### src/rtl/rr_arb4x16_pkg.sv
// ============================================================================
// Module      : rr_arb4x16_pkg
// Description : Shared types and constants for the 4-channel half-precision
//               round-robin issue stage and its 4:1 selector.
// Revision    : 1.0 - initial release
// ============================================================================
`default_nettype none

package rr_arb4x16_pkg;
   localparam int CH_W   = 16;
   localparam int NUM_CH = 4;

   typedef logic [CH_W-1:0] half_t;
   typedef logic [1:0]      ch_idx_t;

   typedef enum logic [0:0] {
      ST_IDLE = 1'b0,
      ST_BUSY = 1'b1
   } out_state_t;
endpackage

`default_nettype wire

### src/rtl/mux4x16_16.sv
// ============================================================================
// Module      : mux4x16_16
// Description : Purely combinational 4:1 selector for 16-bit half words.
// Revision    : 1.0 - initial release
// ============================================================================
`default_nettype none

import rr_arb4x16_pkg::*;

module mux4x16_16 (
   input  half_t   d0,
   input  half_t   d1,
   input  half_t   d2,
   input  half_t   d3,
   input  ch_idx_t sel,
   output half_t   y
);

   always_comb begin
      y = '0;
      case (sel)
         2'd0:    y = d0;
         2'd1:    y = d1;
         2'd2:    y = d2;
         default: y = d3;
      endcase
   end

endmodule

`default_nettype wire

### src/rtl/rr_arb4x16.sv
// ============================================================================
// Module      : rr_arb4x16
// Description : Buffers one result per producer and issues one per cycle,
//               round-robin, into a registered 16-bit valid/ready output.
// Revision    : 1.0 - initial release
// ============================================================================
`default_nettype none

import rr_arb4x16_pkg::*;

module rr_arb4x16 #(
   parameter int WIDTH  = 16,
   parameter int NUM_CH = 4
) (
   input  logic             clk,
   input  logic             reset,
   input  logic [3:0]       in_valid,
   input  logic [WIDTH-1:0] in_data0,
   input  logic [WIDTH-1:0] in_data1,
   input  logic [WIDTH-1:0] in_data2,
   input  logic [WIDTH-1:0] in_data3,
   output logic [3:0]       in_ready,
   output logic             out_valid,
   output logic [WIDTH-1:0] out_data,
   input  logic             out_ready,
   output logic [1:0]       sel
);

   generate
      if (WIDTH != 16 || NUM_CH != 4) begin : g_bad_params
         $error("rr_arb4x16 supports only WIDTH=16 and NUM_CH=4");
      end
   endgenerate

   out_state_t r_state;
   out_state_t w_state_nxt;
   half_t      r_hold [4];
   logic [3:0] r_full;
   ch_idx_t    r_last;
   ch_idx_t    r_sel;
   half_t      r_out_data;

   logic       w_advance;
   logic       w_gnt_any;
   ch_idx_t    w_gnt_idx;
   logic [3:0] w_grant;
   logic [3:0] w_fill;
   half_t      w_in_data [4];
   half_t      w_mux_y;

   assign w_in_data[0] = in_data0;
   assign w_in_data[1] = in_data1;
   assign w_in_data[2] = in_data2;
   assign w_in_data[3] = in_data3;

   assign out_valid = (r_state == ST_BUSY);
   assign out_data  = r_out_data;
   assign sel       = r_sel;
   assign w_advance = ~out_valid | out_ready;

   // Walk from farthest to nearest so the nearest full channel after r_last wins.
   always_comb begin
      w_gnt_any = 1'b0;
      w_gnt_idx = r_last;
      for (int k = 4; k >= 1; k--) begin
         if (r_full[r_last + 2'(k)]) begin
            w_gnt_any = 1'b1;
            w_gnt_idx = r_last + 2'(k);
         end
      end
      if (!w_advance) begin
         w_gnt_any = 1'b0;
      end
   end

   assign w_grant  = w_gnt_any ? (4'b0001 << w_gnt_idx) : 4'b0000;
   assign in_ready = ~r_full | w_grant;
   assign w_fill   = in_valid & in_ready;

   mux4x16_16 u_mux (
      .d0  (r_hold[0]),
      .d1  (r_hold[1]),
      .d2  (r_hold[2]),
      .d3  (r_hold[3]),
      .sel (w_gnt_idx),
      .y   (w_mux_y)
   );

   always_ff @(posedge clk or posedge reset) begin
      if (reset) begin
         r_state <= ST_IDLE;
      end else begin
         r_state <= w_state_nxt;
      end
   end

   always_comb begin
      w_state_nxt = r_state;
      if (w_advance) begin
         w_state_nxt = w_gnt_any ? ST_BUSY : ST_IDLE;
      end
   end

   always_ff @(posedge clk or posedge reset) begin
      if (reset) begin
         r_out_data <= '0;
         r_sel      <= 2'b00;
         r_last     <= 2'b11;
      end else if (w_gnt_any) begin
         r_out_data <= w_mux_y;
         r_sel      <= w_gnt_idx;
         r_last     <= w_gnt_idx;
      end
   end

   // A fill in the same cycle as a drain keeps the slot occupied.
   generate
      for (genvar i = 0; i < 4; i++) begin : g_ch
         always_ff @(posedge clk or posedge reset) begin
            if (reset) begin
               r_hold[i] <= '0;
               r_full[i] <= 1'b0;
            end else if (w_fill[i]) begin
               r_hold[i] <= w_in_data[i];
               r_full[i] <= 1'b1;
            end else if (w_grant[i]) begin
               r_full[i] <= 1'b0;
            end
         end
      end
   endgenerate

endmodule

`default_nettype wire

### config.mk
export PLATFORM = sky130hd
export DESIGN_NAME = rr_arb4x16
export DESIGN_NICKNAME = d
export VERILOG_FILES = /design/src/rtl/rr_arb4x16_pkg.sv /design/src/rtl/mux4x16_16.sv /design/src/rtl/rr_arb4x16.sv
export SDC_FILE = /design/constraint.sdc
export NUM_CORES = 1
export LEC_CHECK = 0
export CAP_MARGIN = 0
export CORE_MARGIN = 2
export CORE_UTILIZATION = 30
export CTS_BUF_LIST = sky130_fd_sc_hd__clkbuf_16
export CTS_CLUSTER_DIAMETER = 80
export DETAILED_ROUTE_END_ITERATION = 16
export HOLD_SLACK_MARGIN = 0.05
export PLACE_DENSITY = 0.61
export SETUP_SLACK_MARGIN = 0.1
export SLEW_MARGIN = 20
export SYNTH_ARGS = -nofsm -noshare
export SYNTH_HDL_FRONTEND = slang
export SYNTH_SLANG_ARGS = --single-unit
### constraint.sdc
create_clock -name clk -period 3.3 [get_ports clk]
set_clock_uncertainty 0.15 [all_clocks]
set_input_delay 0.495 -clock clk [delete_from_list [all_inputs] [get_ports clk]]
set_output_delay 0.495 -clock clk [all_outputs]
set_load 0.01 [all_outputs]
==> impl_metrics.tcl, run 1 <==
set metrics [dict create \
    period_share 0.9259 \
    hp-start "r_hold[45]" \
    drive_above_1_share 0.2140 \
    seqPwrFrac 0.326 \
    dp_cells 709 \
    ys_types 34 \
    boundaryPins 94 \
    grt_start_max_net_pins 50 \
    drt_iter0_markers 254 \
    synth_warnings 0 \
    use_met2 0.2359 \
    final_common_cell "clkdlybuf4s50_1" \
    avgSynthCellArea_um2 11.04 \
    instances_no_fill 725 \
    p_leak_nw 2.445 \
    nets 580 \
    coreArea_um2 15310 \
    initial_core_util 0.3085 \
    grt_overflow 0 \
    vias 3569 \
    wire_per_inst_um 17.16 \
    period_needed_ps 3056 \
    cts_tree "built" \
    status "finished clean" \
    viasPerCell 4.923 \
    use_met3 0.02560 \
    hpwl_um 8784 \
    rsz0062_at_grt "false" \
    hold_viol_final 0 \
    ir_drop_v 0.0003796 \
    setup_tns_ps 0 \
    crit_path_max_fanout 5 \
    grt_pass1_vias 3707 \
    tightest_slew_ps 1040 \
    end_kind "primary output" \
    met1_usage 0.2249 \
    routed_wl_um 12440 \
    grt_pass1_wl_um 20220 \
    drc 0 \
    crit_start "r_last[0]" \
    clk_pin_slew_worst_paths_ps 60 \
    fmax_ghz 0.3273 \
    path_class "flip-flop to primary output" \
    antenna_found_initial 0 \
    gp_congestion 0.7862 \
    fp.dieW_um 129.5 \
    synthesis.instances 428 \
    finalMaxSlewViolations 0 \
    dr.pass1.iters 4 \
    numCtsBuffers 9 \
    ys.flop_type "dfrtp_1" \
    h-tree-depth 3 \
    num-fill-cells 1510 \
    utilization 0.4027 \
    antenna_cells 0 \
    portBuffers 93 \
    clkLatencyLatePin_ps 340 \
    post_cts_buffers 0 \
    syn_nets 499 \
    ant_nets 0 \
    syn_to_final_growth_pct 30.53 \
    die_h_um 129.5 \
    slew_headroom 0.3044 \
    root_buffer "clkbuf_16" \
    timing.final.ws_setup_ps 244.5 \
    worst_setup_path_start_kind "flip-flop" \
    p_int_w 0.003826 \
    busiest_layer "met2" \
    clk_path_buf_depth 2 \
    comb_power_share 0.496 \
    cp.required_ps 2650 \
    power_switching_w 0.002387 \
    row_count 45 \
    p_sw_frac 0.3842 \
    final_cell_mix "clkdlybuf4s50_1 (91), dfrtp_1 (87), o211ai_1 (62)" \
    setup-violations-final 0 \
    die-area_um2 16770 \
    powerDensity_nw_per_um2 1007 \
    synth-seq-cells 89 \
    reg2reg_from "r_last[0]" \
    syn_area_um2 4725 \
    clkPwrFrac 0.178 \
    cts_num_sinks 89 \
    dpl_worst_slack_ps 294.8 \
    synthArstFlopShare 1.000 \
    synth-seq-area-share 0.4719 \
    drv_cap 0 \
    grtUsageTotal 0.1545 \
    synth_edf_count 0 \
    arrival_ps 2410 \
    min_path_type "flip-flop to flip-flop" \
]
final cells by class:
cell class / count / area [um^2] / area share
multi-input cells: 297 / 2280 / 0.3696
flip-flops and latches: 89 / 2230 / 0.3615
repair buffers: 107 / 1054 / 0.1708
well taps: 211 / 264.0 / 0.04281
clock buffers: 9 / 225.2 / 0.03652
clock inverters: 7 / 95.09 / 0.01542
inverters: 5 / 20.02 / 0.003246
power groups by stage:
stage	registers, W	logic (W)	clock network (W)
detailed placement	0.00204	0.00309	0
floorplan	0.00195	0.00224	0
CTS	0.00203	0.00312	0.00112
global route	0.00209	0.00338	0.00116
global placement	0.00202	0.00301	0
finish	0.00203	0.00308	0.00110
final timing paths:
check                      depth (start not counted)  slack [ps]     endpoint
max                                                5         240  in_ready[1]
min                                                1         360   r_hold[45]
max reg2reg                                        6         820   r_hold[37]
min reg2reg                                        1         360   r_hold[45]
max in group asynchronous                          3        1810   r_hold[62]
min in group asynchronous                          2         470    out_valid
flip-flops by register name, indices dropped and copies added, names as in the netlist:
| name | cells |
|---|---|
| out_data | 16 |
| out_valid | 1 |
| r_full | 4 |
| r_hold | 64 |
| r_last | 2 |
| sel | 2 |
Yosys cell counts (2+ instances only):
master,number,area (um^2)
o211ai_2,18,225.2
mux2_4,10,150.1
dfrtp_1,87,2177
nand2_1,58,217.7
buf_6,8,90.09
clkbuf_1,20,75.07
dfstp_2,2,52.55
mux2_2,38,427.9
nor2_1,3,11.26
nand3_1,32,160.2
o21a_1,2,15.01
and3b_1,2,17.52
o311ai_2,2,32.53
inv_1,5,18.77
buf_4,2,15.01
buf_2,6,30.03
a21oi_1,3,15.01
or3_1,2,12.51
nand2b_1,35,219.0
a21oi_2,2,17.52
o211ai_1,62,465.5
mux2i_1,17,170.2
cell families (layout without fill, tap and decap cells):
logic type             count (synthesis)  count (layout)  synth area share
multiplexers                          65              65            0.1584
flip-flops                            89              89            0.4719
AND/OR/NAND/NOR                      138             138            0.1449
buffers and inverters                 42             128           0.04926
AO/OA/AOI/OAI                         94              94            0.1756
routing by layer:
metal | share of wire | wire (um)
met4 | 0.014 | 179
met3 | 0.042 | 524
met5 | 0 | 0
met1 | 0.50 | 6177
met2 | 0.45 | 5558
stage by stage:
stage | instance area (um^2) | hold slack (ps) | total power, W
floorplan | 4725 | 327.0 | 0.004184
global placement | 5831 | 341.2 | 0.005026
detailed placement | 5831 | 346.9 | 0.005133
CTS | 6158 | 362.6 | 0.006275
global route | 6167 | 375.4 | 0.006637
finish | 6167 | 358.1 | 0.006212
worst max-delay path, stage by stage, from the launching register on:
cell,delay [ps]
dfstp_2,580
and3b_1,200
o31ai_1,380
o311ai_2,240
nand2_1,140
clkdlybuf4s50_1,540
what timing repair did:
item / CTS / global route
endpoints found under the setup margin: 2 / 2
hold buffers: 0 / 0
resized for setup: 2 / 3
Power figures use the tool's default switching activity.
==> inputs of run 2 (changes only) <==
--- a/config.mk
+++ b/config.mk
@@ -6,6 +6,7 @@
 export NUM_CORES = 1
 export LEC_CHECK = 0
 export CAP_MARGIN = 0
+export CORE_ASPECT_RATIO = 1.25
 export CORE_MARGIN = 2
 export CORE_UTILIZATION = 30
 export CTS_BUF_LIST = sky130_fd_sc_hd__clkbuf_16
==> run 2 against run 1 <==
Against the previous run: design area rose by 0.12%; critical endpoint unchanged; clock-buffer cell count did not move; die area barely moved.
==> impl_metrics.tcl, run 2 (synthesis results as in run 1) <==
set metrics [dict create \
    path_buf_inv 2 \
    row_count 51 \
    h-tree-depth 3 \
    end_kind "primary output" \
    vias 3618 \
    period_share 0.9180 \
    gp_congestion 0.8207 \
    antenna_cells 0 \
    ir_drop_v 0.0004466 \
    setup-violations-final 0 \
    portBuffers 93 \
    fp.dieW_um 116.2 \
    cts_num_sinks 89 \
    drive_above_1_share 0.2244 \
    viasPerCell 4.963 \
    drt_iter0_markers 167 \
    grtUsageTotal 0.1531 \
    path_cells "buf_4, a21oi_1, o31ai_2, o311ai_2, nand2_1, clkdlybuf4s50_1" \
    cts_tree "built" \
    whs_ps 283.4 \
    root_buffer "clkbuf_16" \
    final_common_cell "clkdlybuf4s50_1" \
    coreArea_um2 15510 \
    path_class "flip-flop to primary output" \
    numCtsBuffers 9 \
    grt_pass1_wl_um 19910 \
    tightest_slew_ps 1042 \
    grt_pass1_vias 3725 \
    drv_cap 0 \
    hold_viol_final 0 \
    dr.pass1.iters 4 \
    clk_pin_slew_worst_paths_ps 70 \
    cpPeakStageDelay_ps 560 \
    slew_headroom 0.3032 \
    nets 583 \
    largest-register "r_hold" \
    min_path_type "primary input to asynchronous set/reset pin" \
    clkLatencyLatePin_ps 340 \
    final_cell_mix "clkdlybuf4s50_1 (91), dfrtp_1 (87), o211ai_1 (62)" \
    die-area_um2 16770 \
    crit_path_max_fanout 6 \
    initial_core_util 0.3047 \
    antenna_found_initial 0 \
    largest_register_ffs 64 \
    fmax_ghz 0.3301 \
    powerDensity_nw_per_um2 997.6 \
    cp.required_ps 2650 \
    boundaryPins 94 \
    setup_tns_ps 0 \
    routed_wl_um 12490 \
    drc 0 \
    wire_per_inst_um 17.13 \
    worst_setup_path_start_kind "flip-flop" \
    clk_path_buf_depth 2 \
    status "finished clean" \
    rsz0062_at_grt "false" \
    grt_start_max_net_pins 43 \
    cp_slowest_cell "dfstp_2" \
    syn_to_final_growth_pct 30.69 \
    finalMaxSlewViolations 0 \
    ant_nets 0 \
    hpwl_um 8941 \
    p_leak_nw 2.440 \
    grt_overflow 0 \
    die_h_um 144.3 \
    arrival_ps 2380 \
    period_needed_ps 3029 \
    crit_family "buffers and inverters" \
]
run 2: final timing paths:
| kind | cells after the start | to | slack [ps] | from |
|---|---|---|---|---|
| max | 6 | in_ready[1] | 270 | r_last[1] |
| min | 2 | sel[0] | 280 | reset |
| max reg2reg | 6 | r_hold[40] | 730 | r_last[1] |
| min reg2reg | 1 | r_hold[12] | 360 | r_hold[12] |
| max in group asynchronous | 3 | r_full[0] | 1980 | reset |
| min in group clk | 1 | r_hold[12] | 360 | r_hold[12] |
run 2: timing repair:
action | in CTS | in global routing
resized for setup | 5 | 3
setup buffers | 1 | 0
hold buffers | 0 | 0
endpoints found under the setup margin | 2 | 3
run 2: report_power, final:
group / switching, W / internal (W) / total, W
combinational: 0.00159 / 0.00155 / 0.00314
clock: 0.000431 / 0.000585 / 0.00102
sequential: 0.000379 / 0.00163 / 0.00201
total: 0.00239 / 0.00376 / 0.00616
run 2: metal layers:
metal  global-route usage  wire length (um)
met5                    0                 0
met4              0.05764               233
met3              0.02766               598
met2               0.2479              6006
met1               0.2034              5651
run 2: metrics by stage:
step                      cell area (um^2)    util  instances  power, W  worst slack [ps]
final                                 6175  0.3982        729  0.006160             270.7
after detailed placement              5847  0.3771        712  0.005163             342.8
after global placement                5847  0.3771        712  0.005038             380.8
after floorplan                       4725       -        428  0.004184             351.4
after CTS                             6161  0.3973        729  0.006215             125.8
after global routing                  6175  0.3982        729  0.006571             168.8
run 2: final cells by class:
cell class / instances / area (um^2)
clock buffers: 9 / 225.2
well taps: 212 / 265.3
flip-flops and latches: 89 / 2230
clock inverters: 7 / 70.07
repair buffers: 110 / 1072
multi-input cells: 297 / 2292
inverters: 5 / 20.02
fillers: 1488 / 9331
==> inputs of run 3 (changes only) <==
--- a/config.mk
+++ b/config.mk
@@ -5,7 +5,7 @@
 export SDC_FILE = /design/constraint.sdc
 export NUM_CORES = 1
 export LEC_CHECK = 0
-export CAP_MARGIN = 0
+export CAP_MARGIN = 20
 export CORE_ASPECT_RATIO = 1.25
 export CORE_MARGIN = 2
 export CORE_UTILIZATION = 30
==> results of run 3 <==
Final layout, timing and power as in run 2 (identical DEF).
